**src/rtl/panel_pkg.sv**
```systemverilog
// Shared geometry, enums and the cursor step function for the front-panel cursor controller.
package panel_pkg;
  localparam int ROW0_LEN     = 16;
  localparam int ROW1_LEN     = 9;
  localparam int ROW1_BASE    = 16;
  localparam int SWITCH_COUNT = ROW0_LEN + ROW1_LEN;

  typedef enum logic [2:0] {DIR_NONE, DIR_UP, DIR_DOWN, DIR_LEFT, DIR_RIGHT} dir_t;
  typedef enum logic [1:0] {IDLE, DELAY, REPEAT} rep_state_t;

  typedef struct packed {
    logic [3:0] x;
    logic       row;
  } cursor_t;

  // One cursor move; x wraps within the current row, entering row 1 clamps x.
  function automatic cursor_t cursor_step(input cursor_t c, input dir_t d);
    cursor_t    n;
    logic [3:0] xmax;
    n    = c;
    xmax = c.row ? 4'(ROW1_LEN - 1) : 4'(ROW0_LEN - 1);
    case (d)
      DIR_UP, DIR_DOWN: begin
        n.row = ~c.row;
        if (!c.row && c.x > 4'(ROW1_LEN - 1)) n.x = 4'(ROW1_LEN - 1);
      end
      DIR_LEFT:  n.x = (c.x == 4'd0) ? xmax : c.x - 4'd1;
      DIR_RIGHT: n.x = (c.x >= xmax) ? 4'd0 : c.x + 4'd1;
      default: ;
    endcase
    return n;
  endfunction
endpackage

```
**src/rtl/btn_debounce.sv**
```systemverilog
// 2-FF synchroniser followed by a stable-count debouncer for one raw button.
module btn_debounce #(
  parameter int DEBOUNCE_CYCLES = 500000,
  parameter int CNT_W           = 25
) (
  input  logic clk,
  input  logic rst,
  input  logic btn_in,
  output logic btn_db
);
  logic             sync1_q, sync1_d;
  logic             sync2_q, sync2_d;
  logic             db_q, db_d;
  logic [CNT_W-1:0] cnt_q, cnt_d;

  // Any cycle where the input agrees with the debounced state restarts the count.
  always_comb begin
    sync1_d = btn_in;
    sync2_d = sync1_q;
    db_d    = db_q;
    cnt_d   = '0;
    if (sync2_q != db_q) begin
      if (cnt_q == CNT_W'(DEBOUNCE_CYCLES - 1)) db_d = sync2_q;
      else cnt_d = cnt_q + CNT_W'(1);
    end
  end

  always_ff @(posedge clk or posedge rst) begin
    if (rst) begin
      sync1_q <= 1'b0;
      sync2_q <= 1'b0;
      db_q    <= 1'b0;
      cnt_q   <= '0;
    end else begin
      sync1_q <= sync1_d;
      sync2_q <= sync2_d;
      db_q    <= db_d;
      cnt_q   <= cnt_d;
    end
  end

  assign btn_db = db_q;
endmodule

```
**src/rtl/panel_cursor_ctrl.sv**
```systemverilog
// Front-panel cursor: debounced buttons drive a two-row switch cursor with auto-repeat
// and a stretched switch-throw action level.
module panel_cursor_ctrl
  import panel_pkg::*;
#(
  parameter int DEBOUNCE_CYCLES   = 500000,
  parameter int REPEAT_DELAY      = 20000000,
  parameter int REPEAT_PERIOD     = 5000000,
  parameter int ACTION_MIN_CYCLES = 1000000,
  parameter int CNT_W             = 25
) (
  input  logic       clk,
  input  logic       reset,
  input  logic       btn_up,
  input  logic       btn_down,
  input  logic       btn_left,
  input  logic       btn_right,
  input  logic       btn_action,
  output logic [3:0] cursor_index_x,
  output logic [4:0] cursor_index_y,
  output logic [4:0] cursor_index,
  output logic       cursor_action,
  output logic       move_pulse
);
  localparam int NUM_BTN = 5;

  logic [NUM_BTN-1:0] btn_raw, btn_db;
  assign btn_raw = {btn_action, btn_right, btn_left, btn_down, btn_up};

  for (genvar i = 0; i < NUM_BTN; i++) begin : g_db
    btn_debounce #(.DEBOUNCE_CYCLES(DEBOUNCE_CYCLES), .CNT_W(CNT_W)) u_db (
      .clk    (clk),
      .rst    (reset),
      .btn_in (btn_raw[i]),
      .btn_db (btn_db[i])
    );
  end

  rep_state_t       state_q, state_d;
  dir_t             dir_q, dir_d, pick;
  logic [CNT_W-1:0] cnt_q, cnt_d, stretch_q, stretch_d;
  cursor_t          cur_q, cur_d;
  logic [4:0]       y_q, y_d, idx_q, idx_d;
  logic             move, held;
  logic             pulse_q, pulse_d;
  logic             act_q, act_d, act_prev_q, act_prev_d;

  always_comb begin
    if (btn_db[0])      pick = DIR_UP;
    else if (btn_db[1]) pick = DIR_DOWN;
    else if (btn_db[2]) pick = DIR_LEFT;
    else if (btn_db[3]) pick = DIR_RIGHT;
    else                pick = DIR_NONE;
    case (dir_q)
      DIR_UP:    held = btn_db[0];
      DIR_DOWN:  held = btn_db[1];
      DIR_LEFT:  held = btn_db[2];
      DIR_RIGHT: held = btn_db[3];
      default:   held = 1'b0;
    endcase
  end

  // Counters load N-1 so a move lands exactly N cycles after the previous one.
  always_comb begin
    state_d = state_q;
    dir_d   = dir_q;
    cnt_d   = cnt_q;
    move    = 1'b0;
    if (act_q) begin
      state_d = IDLE;
      dir_d   = DIR_NONE;
    end else begin
      case (state_q)
        IDLE: if (pick != DIR_NONE) begin
          dir_d   = pick;
          move    = 1'b1;
          cnt_d   = CNT_W'(REPEAT_DELAY - 1);
          state_d = DELAY;
        end
        DELAY, REPEAT: begin
          if (!held) begin
            state_d = IDLE;
            dir_d   = DIR_NONE;
          end else if (cnt_q == '0) begin
            move    = 1'b1;
            cnt_d   = CNT_W'(REPEAT_PERIOD - 1);
            state_d = REPEAT;
          end else begin
            cnt_d = cnt_q - CNT_W'(1);
          end
        end
        default: state_d = IDLE;
      endcase
    end
    cur_d   = move ? cursor_step(cur_q, dir_d) : cur_q;
    y_d     = cur_d.row ? 5'(ROW1_BASE) : 5'd0;
    idx_d   = y_d + {1'b0, cur_d.x};
    pulse_d = move;
  end

  // Action level: set on debounced press, held until both released and stretch expired.
  always_comb begin
    act_prev_d = btn_db[4];
    act_d      = act_q;
    stretch_d  = stretch_q;
    if (btn_db[4] && !act_prev_q) begin
      act_d     = 1'b1;
      stretch_d = CNT_W'(ACTION_MIN_CYCLES - 1);
    end else begin
      if (stretch_q != '0) stretch_d = stretch_q - CNT_W'(1);
      if (act_q && !btn_db[4] && stretch_q == '0) act_d = 1'b0;
    end
  end

  always_ff @(posedge clk or posedge reset) begin
    if (reset) begin
      state_q    <= IDLE;
      dir_q      <= DIR_NONE;
      cnt_q      <= '0;
      cur_q      <= '0;
      y_q        <= '0;
      idx_q      <= '0;
      pulse_q    <= 1'b0;
      act_q      <= 1'b0;
      act_prev_q <= 1'b0;
      stretch_q  <= '0;
    end else begin
      state_q    <= state_d;
      dir_q      <= dir_d;
      cnt_q      <= cnt_d;
      cur_q      <= cur_d;
      y_q        <= y_d;
      idx_q      <= idx_d;
      pulse_q    <= pulse_d;
      act_q      <= act_d;
      act_prev_q <= act_prev_d;
      stretch_q  <= stretch_d;
    end
  end

  assign cursor_index_x = cur_q.x;
  assign cursor_index_y = y_q;
  assign cursor_index   = idx_q;
  assign cursor_action  = act_q;
  assign move_pulse     = pulse_q;
endmodule
```
**config.mk**
```make
export PLATFORM = sky130hd
export DESIGN_NAME = panel_cursor_ctrl
export DESIGN_NICKNAME = d
export VERILOG_FILES = /design/src/rtl/panel_pkg.sv /design/src/rtl/btn_debounce.sv /design/src/rtl/panel_cursor_ctrl.sv
export SDC_FILE = /design/constraint.sdc
export NUM_CORES = 1
export LEC_CHECK = 0
export ABC_AREA = 1
export CORE_UTILIZATION = 40
export CTS_BUF_LIST = sky130_fd_sc_hd__clkbuf_4
export DETAILED_ROUTE_END_ITERATION = 10
export GPL_ROUTABILITY_DRIVEN = 1
export PLACE_DENSITY = 0.61
export SLEW_MARGIN = 20
export SYNTH_ARGS = -nofsm -noshare
export SYNTH_HDL_FRONTEND = slang
export SYNTH_HIERARCHICAL = 1
export SYNTH_SLANG_ARGS = --single-unit
```
**constraint.sdc**
```tcl
create_clock -name clk -period 2.3 [get_ports clk]
set_input_delay 0.345 -clock clk [delete_from_list [all_inputs] [get_ports clk]]
set_output_delay 0.345 -clock clk [all_outputs]
set_load 0.05 [all_outputs]
```
* After elaboration in Yosys (flattened, before gate mapping)
Cells that the tools add are included.
Operators by class: $add $sub $neg 10, magnitude comparators 2, equal/unequal tests 24, mux-type cells 45, bitwise gates (word level) 2, reduce and logical (&&, ||, !) cells 25
Operators with widths (number):
- $mux W25 | 15
- $add A25 B1 Y25 const B | 5
- $eq A25 B19 Y1 const B | 5
- $logic_not A25 Y1 | 2
- $pmux W25 S2 | 1
- $sub A25 B1 Y25 const B | 2
- $reduce_bool A25 Y1 | 1
- $mux W3 | 8
- $eq A3 B2 Y1 const B | 4
- $mux W4 | 3
- $pmux W4 S3 | 1
- $reduce_and A2 Y1 | 6
- $mux W5 | 2
- $mux W2 | 4
- $mux W1 | 7
- $eq A3 B1 Y1 const B | 2
- $eq A3 B3 Y1 const B | 2
- $pmux W3 S2 | 1
- $reduce_bool A2 Y1 | 3
- $add A5 B4 Y5 | 1
- $ne A1 B1 Y1 | 5
- $add A4 B1 Y4 const B | 1
- $ge A4 B4 Y1 | 1
- $gt A4 B4 Y1 const B | 1
- other kinds (17) | 25
Storage, ports and cells: bits in registers 213

* Longest topological paths before layout
depth after elaboration 14, gate-level depth with buffers 15, depth with buffers taken out 15

* Modules after synthesis
The synthesis kept the hierarchy.
By module, submodules not included:
- btn_debounce | times used 5, cells each 217, area an instance 1557.7 sq um, sequential area each 700.7 sq um
- panel_cursor_ctrl | times used 1, cells each 548, area an instance 4162.7 sq um, sequential area each 1576.5 sq um

* Worst setup path after synthesis
No wires, ideal clock.
path kind register to register, from reg cursor_index[0] (netlist name), to reg idx_q[0] (netlist: cursor_index[0]), library setup time 0.065 ns, arrival time 1.919 ns, path slack 0.315 ns, cell stages (with the launch flop) 12, buffers on the path 0, cell sequence dfrtp_1 -> inv_1 -> ha_1 -> inv_1 -> a21boi_0 -> o21a_1 -> o21a_1 -> nor2_1 -> nand2_1 -> nand2_1 -> nand3_1 -> nand2_1
RTL lines:
- end signal, assigned | RTL line panel_cursor_ctrl.sv:133 | idx_q <= idx_d;
- end, declared | RTL line panel_cursor_ctrl.sv:43 | logic [4:0] y_q, y_d, idx_q, idx_d;

* Worst setup path after layout
from reg idx_q[0] (netlist: cursor_index[0]), to out cursor_index[0]
RTL lines:
- end, declared | RTL line panel_cursor_ctrl.sv:21 | output logic [4:0] cursor_index,
No word-level cell between the ends.

==> results.cfg <==
[run_status]
status = finished clean

[cells_and_area]
finalCoreUtilization_pct = 45.83
drive_above_1_share_pct = 13.16
final_area_um2 = 13300
final_common_cell = nand2_1
final_cell_mix = nand2_1 (384), nor2_1 (381), dfrtp_1 (203), inv_1 (164), nand3_1 (101)
fillers = 2990
layout.nets = 1725
syn_to_final_growth_pct = 11.27

[global_routing]
grt_max_degree = 64
grt_pass1_wl_mm = 46.09
overflow = 0
track_usage_pct = 18.04
antenna_found_initial = 1
first_global_vias = 9889

[sta]
worst_pin_slew_ns = 0.5676
fin_setup_tns_ns = 0
slew-limit-headroom_pct = 62.31
hold_violations = 0
fmax_mhz = 461.8
fin_crit_ns = 2.166
clock_skew_ns = 0.05674
drv_slew = 0
setup_ws_ns = 0.1343
finalCritPeriodShare_pct = 94.16
setup_viol = 0
rsz0062_at_grt = no

[drt]
drt_first_pass_iters = 6
drcViolationCount = 0
wl_per_cell_um = 12.38
drt_iter0_drc = 553
wl_mm = 26.41
routed-via-count = 10080
ant_nets = 0
vias_per_cell = 4.728

[clocking]
cts_made_buffers = 57
postCtsSetupBuffers = 0
ctsHoldBuffers = 0
clk_latency_ns = 0.70
clockBufferDepth = 3
clkSlewWorstSetupHoldPaths_ns = 0.06
cts_num_sinks = 203
root_buffer = clkbuf_4
cts_tree = built
htreeDepth = 2

[setup_path]
startpoint_type = flip-flop
worstPathRequired_ns = 1.96
cp_max_fo = 7
cp-end-kind = output port
path_cells = dlygate4sd2_1
worstPathArrival_ns = 1.82
worst-path-buf-inv = 1
crit_type = reg -> out
cp_slowest_cell = dlygate4sd2_1
max_stage_delay_ns = 0.63
cp.depth = 1
ff2ff_path_depth = 10
crit_family = buffers and inverters

[floorplanning]
die_y_um = 174.9
ios = 23
fp.dieArea_um2 = 30570
core_um2 = 29010
rows = 62
die_w_um = 174.9
start_util_pct = 41.19

[min_path]
whs_path_depth = 1
hp-class = in -> reg

[synthesis]
ys_warn_count = 6
synth.distinct_cells = 50
netlist_area_um2 = 11950
synth_ff_type = dfrtp_1
seq_area_frac_synth_pct = 42.50
async_flop_share_pct = 100.0
netlist_instances = 1633
postSynthAreaPerCell_um2 = 7.319
synth_edf_count = 0
ys_ff_latch = 203

[power]
power.density_nw_per_um2 = 535.2
irDropWorstVdd_mv = 0.2614
power_mw = 7.117
leakagePower_nw = 6.205

[place]
io_buffers = 18
pre_cts_slack_ns = 0.2954
place_hpwl_mm = 19.13
place_area_um2 = 12580
gp_congestion = 0.8666

[job]
cap_viol_max_count = 0
state kept, by name (all words and copies together) (netlist names), 2 cells and up:
name	count
cnt_q	25
cursor_index	4
dir_q	3
g_db.u_db/btn_db	5
g_db.u_db/cnt_q	125
g_db.u_db/sync1_q	5
g_db.u_db/sync2_q	5
state_q	2
stretch_q	25
where the power goes:
group	internal, mW	leakage (nW)	switching [mW]
registers	3.60	2.80	0.0237
clock network	1.75	0.438	1.54
logic	0.0444	2.97	0.154
total	5.40	6.20	1.72
layout make-up:
cell class	instances	area, µm²	area share [%]
repair buffers	28	252.7	1.901
flip-flops and latches	203	5080	38.20
inverters	182	683.2	5.137
clock inverters	15	61.31	0.4610
multi-input cells	1231	6070	45.64
diodes	1	2.502	0.01882
well taps	384	480.5	3.613
clock buffers	89	668.1	5.024
repair_timing:
item | CTS | global route
endpoints found under the setup margin | 12 | 1
resized for setup | 12 | 2
pin swaps | 0 | 0
cell families (layout without fill, tap and decap cells):
family	Yosys count	in the layout	share of synthesized area (%)
AO/OA/AOI/OAI	96	96	4.491
XOR/XNOR	82	82	6.009
adder cells (fa/ha/maj)	15	15	1.570
buffers and inverters	202	314	6.826
flip-flops	203	203	42.50
other	1	5	0.03138
AND/OR/NAND/NOR	1034	1034	38.57
worst paths after layout:
kind                                           startpoint                              end  slack [ns]
setup / recovery              cursor_index[0]$_DFFE_PP0P_                  cursor_index[0]        0.13
hold / removal                                  btn_right   g_db[3].u_db/sync1_q$_DFF_PP0_         0.1
setup reg to reg                   state_q[1]$_DFFE_PP0P_            cnt_q[15]$_DFFE_PP0P_        0.30
hold reg to reg            g_db[4].u_db/sync1_q$_DFF_PP0_   g_db[4].u_db/sync2_q$_DFF_PP0_        0.35
max in group asynchronous                           reset        stretch_q[16]$_DFFE_PP0P_        1.63
min in group asynchronous                           reset  g_db[2].u_db/btn_db$_DFFE_PP0P_        0.34
through the flow:
step | hold WS [ns] | cells
2_1_floorplan | 0.3312 | 1636
3_3_place_gp | 0.3385 | 2028
3_5_place_dp | 0.3378 | 2028
4_1_cts | 0.02801 | 2132
5_1_grt | 0.05309 | 2133
6_report | 0.09797 | 2133
cells in the mapped netlist, types with 2 or more instances:
cell / number / area share [%]
ha_1: 15 / 1.6
nand2_1: 384 / 12
nor4_1: 2 / 0.10
nor3_2: 2 / 0.17
buf_4: 9 / 0.57
inv_2: 15 / 0.47
nor3_1: 18 / 0.75
nor3b_1: 5 / 0.31
nor2_2: 39 / 2.0
o21ai_1: 17 / 0.71
xnor2_1: 45 / 3.3
xor2_1: 37 / 2.7
dfrtp_1: 203 / 43
nand4_1: 21 / 1.1
nor2_4: 15 / 1.4
buf_2: 7 / 0.29
a31oi_1: 2 / 0.10
a22oi_1: 2 / 0.13
nand2_2: 37 / 1.9
o21ai_0: 24 / 1.0
a21oi_1: 34 / 1.4
nor2_1: 382 / 12
buf_6: 2 / 0.19
nand2_4: 4 / 0.38
nand3_2: 5 / 0.42
nand3_1: 101 / 4.2
o21a_1: 3 / 0.19
and2_1: 10 / 0.52
nand4_4: 2 / 0.36
clkbuf_1: 2 / 0.063
o211ai_1: 5 / 0.31
inv_1: 166 / 5.2
per-layer routing:
metal / track usage, % / wire, µm
met1: 24.63 / 13040
met2: 28.90 / 11980
met3: 3.177 / 902
met4: 5.978 / 489
met5: 0 / 0
Power figures use the tool's default switching activity.
==> edit (same settings) <==
`CNT_W` is set to 25 in 2 places; all go to 17.
--- a/src/rtl/btn_debounce.sv
+++ b/src/rtl/btn_debounce.sv
@@ -1,7 +1,7 @@
 // 2-FF synchroniser followed by a stable-count debouncer for one raw button.
 module btn_debounce #(
   parameter int DEBOUNCE_CYCLES = 500000,
-  parameter int CNT_W           = 25
+  parameter int CNT_W           = 17
 ) (
   input  logic clk,
   input  logic rst,
--- a/src/rtl/panel_cursor_ctrl.sv
+++ b/src/rtl/panel_cursor_ctrl.sv
@@ -7,7 +7,7 @@
   parameter int REPEAT_DELAY      = 20000000,
   parameter int REPEAT_PERIOD     = 5000000,
   parameter int ACTION_MIN_CYCLES = 1000000,
-  parameter int CNT_W             = 25
+  parameter int CNT_W             = 17
 ) (
   input  logic       clk,
   input  logic       reset,
Function: same outputs for any inputs over 10 cycles, from zero or initial values and one cycle with reset high; that may be too few to reach the edited logic, so the function may still have changed.
==> edit against the original RTL <==
  * Wire length is 37% lower
  * Sequential cell count is 56 lower
  * Sequential power shrank 27%
  * Design area fell by 31%
  * Worst hold slack improved by 0.12 ns
  * Maximum frequency about the same
  * Sequential share of layout area increased by 2.1 points
  * Synthesized area down 31%
  * Clock skew shrank 0.036 ns
  * Worst setup slack got worse by 0.0015 ns
  * Total power shrank 38%
  * Utilization decreased by 0.72 points
  * Critical endpoint is now cursor_index_x[3]
==> edit: results (changes against the original RTL) <==
Status
  – Status: finished clean

CTS
  – Clock latency on the worst-skew pair: 0.55 ns (-0.15 ns)
  – TritonCTS buffer count: 17 (-70%)
  – Clock transition at the registers of the reported paths: 0.13 ns (+0.07 ns)
  – H-tree Lvls: 4 (+2)

STA
  – Worst Tran Pin Value: 0.514 ns (-0.0536 ns)
  – Skew final: 0.0207 ns (-0.0360 ns)

Synthesis
  – Post-synthesis xor/xnor area fraction: 3.81% (-2.2 points)
  – Area contributors post-synth: dfrtp_1 44%, nand2_1 12%, nor2_1 9.4%
  – Sequential element share of the synthesized area: 44.5% (+2.0 points)
  – Post-synth top cells: 265 x nand2_1, 206 x nor2_1, 147 x dfrtp_1, 133 x inv_1, 64 x nand3_1
  – Post-synthesis adder-cell area fraction: 2.27% (+0.70 points)
  – Synth Area in Compound Gates: 5.99% (+1.5 points)

Global routing
  – First-pass GRT wire length: 29.5 mm (-36%)
  – Largest net degree at the start of global routing: 48 (-25%)

Placement
  – Area after DPL: 8820 µm² (-30%)
  – HPWL Detailed: 12.2 mm (-36%)
  – GP Congestion: 0.830 (-4.2%)
  – Placed insts: 1398 (-31%)

Setup path
  – Slowest stage delay, CP: 0.84 ns (+0.21 ns)
  – Reg2reg end: cursor_index[2]$_DFFE_PP0P_
  – R2r setup slk: 0.25 ns (-0.05 ns)

Drt
  – Vias: 6794 (-33%)
  – DRT Pass-1 Iters: 5 (-1)
  – Final WL: 16.5 mm (-37%)

Min path
  – Hold Startpoint: btn_up

Pwr
  – Maximum vdd drop: 0.339 mV (+30%)
  – Leakage: 4.22 nW (-32%)
edit: repair_timing:
| action | CTS | global route |
|---|---|---|
| endpoints found under the setup margin | 6 | 8 |
| pin swaps | 0 | 1 |
| setup buffers | 0 | 1 |
| gates resized for setup | 6 | 5 |
| hold buffers | 0 | 0 |
edit: power breakdown:
part / leakage (nW) / total [W] / switching, W / internal (W)
Sequential: 2.02 / 0.00264 / 0.0000276 / 0.00261
Combinational: 2.06 / 0.000166 / 0.000121 / 0.0000446
Clock: 0.145 / 0.00160 / 0.000950 / 0.000648
edit: worst max path at each step:
stage,cells after the start,slack (ns),endpoint,startpoint
floorplan,11,0.29,cursor_index[2]$_DFFE_PP0P_,cursor_index[0]$_DFFE_PP0P_
global placement,13,0.27,cursor_index[2]$_DFFE_PP0P_,cnt_q[0]$_DFFE_PP0P_
detailed placement,13,0.20,cursor_index[2]$_DFFE_PP0P_,cnt_q[0]$_DFFE_PP0P_
CTS,1,0.02,cursor_index[0],cursor_index[0]$_DFFE_PP0P_
global route,13,0.03,cursor_index[2]$_DFFE_PP0P_,cnt_q[0]$_DFFE_PP0P_
finish,1,0.13,cursor_index_x[3],cursor_index[3]$_DFFE_PP0P_
edit: metal layers:
metal / wire [µm] / GRT usage [%] / vias up
met5: 0 / 0 / -
met4: 186 / 4.84 / 0
li1: - / - / 3601
met1: 8230 / 22.4 / 3121
met2: 7780 / 27.6 / 59
met3: 357 / 3.32 / 13
edit: final cells by class:
class	instances	area [µm²]
inverters	142	533
multi-input cells	808	4000
fillers	2019	11100
clock buffers	18	135
repair buffers	32	298
diodes	3	7.51
flip-flops and latches	147	3680
clock inverters	14	140
well taps	270	338
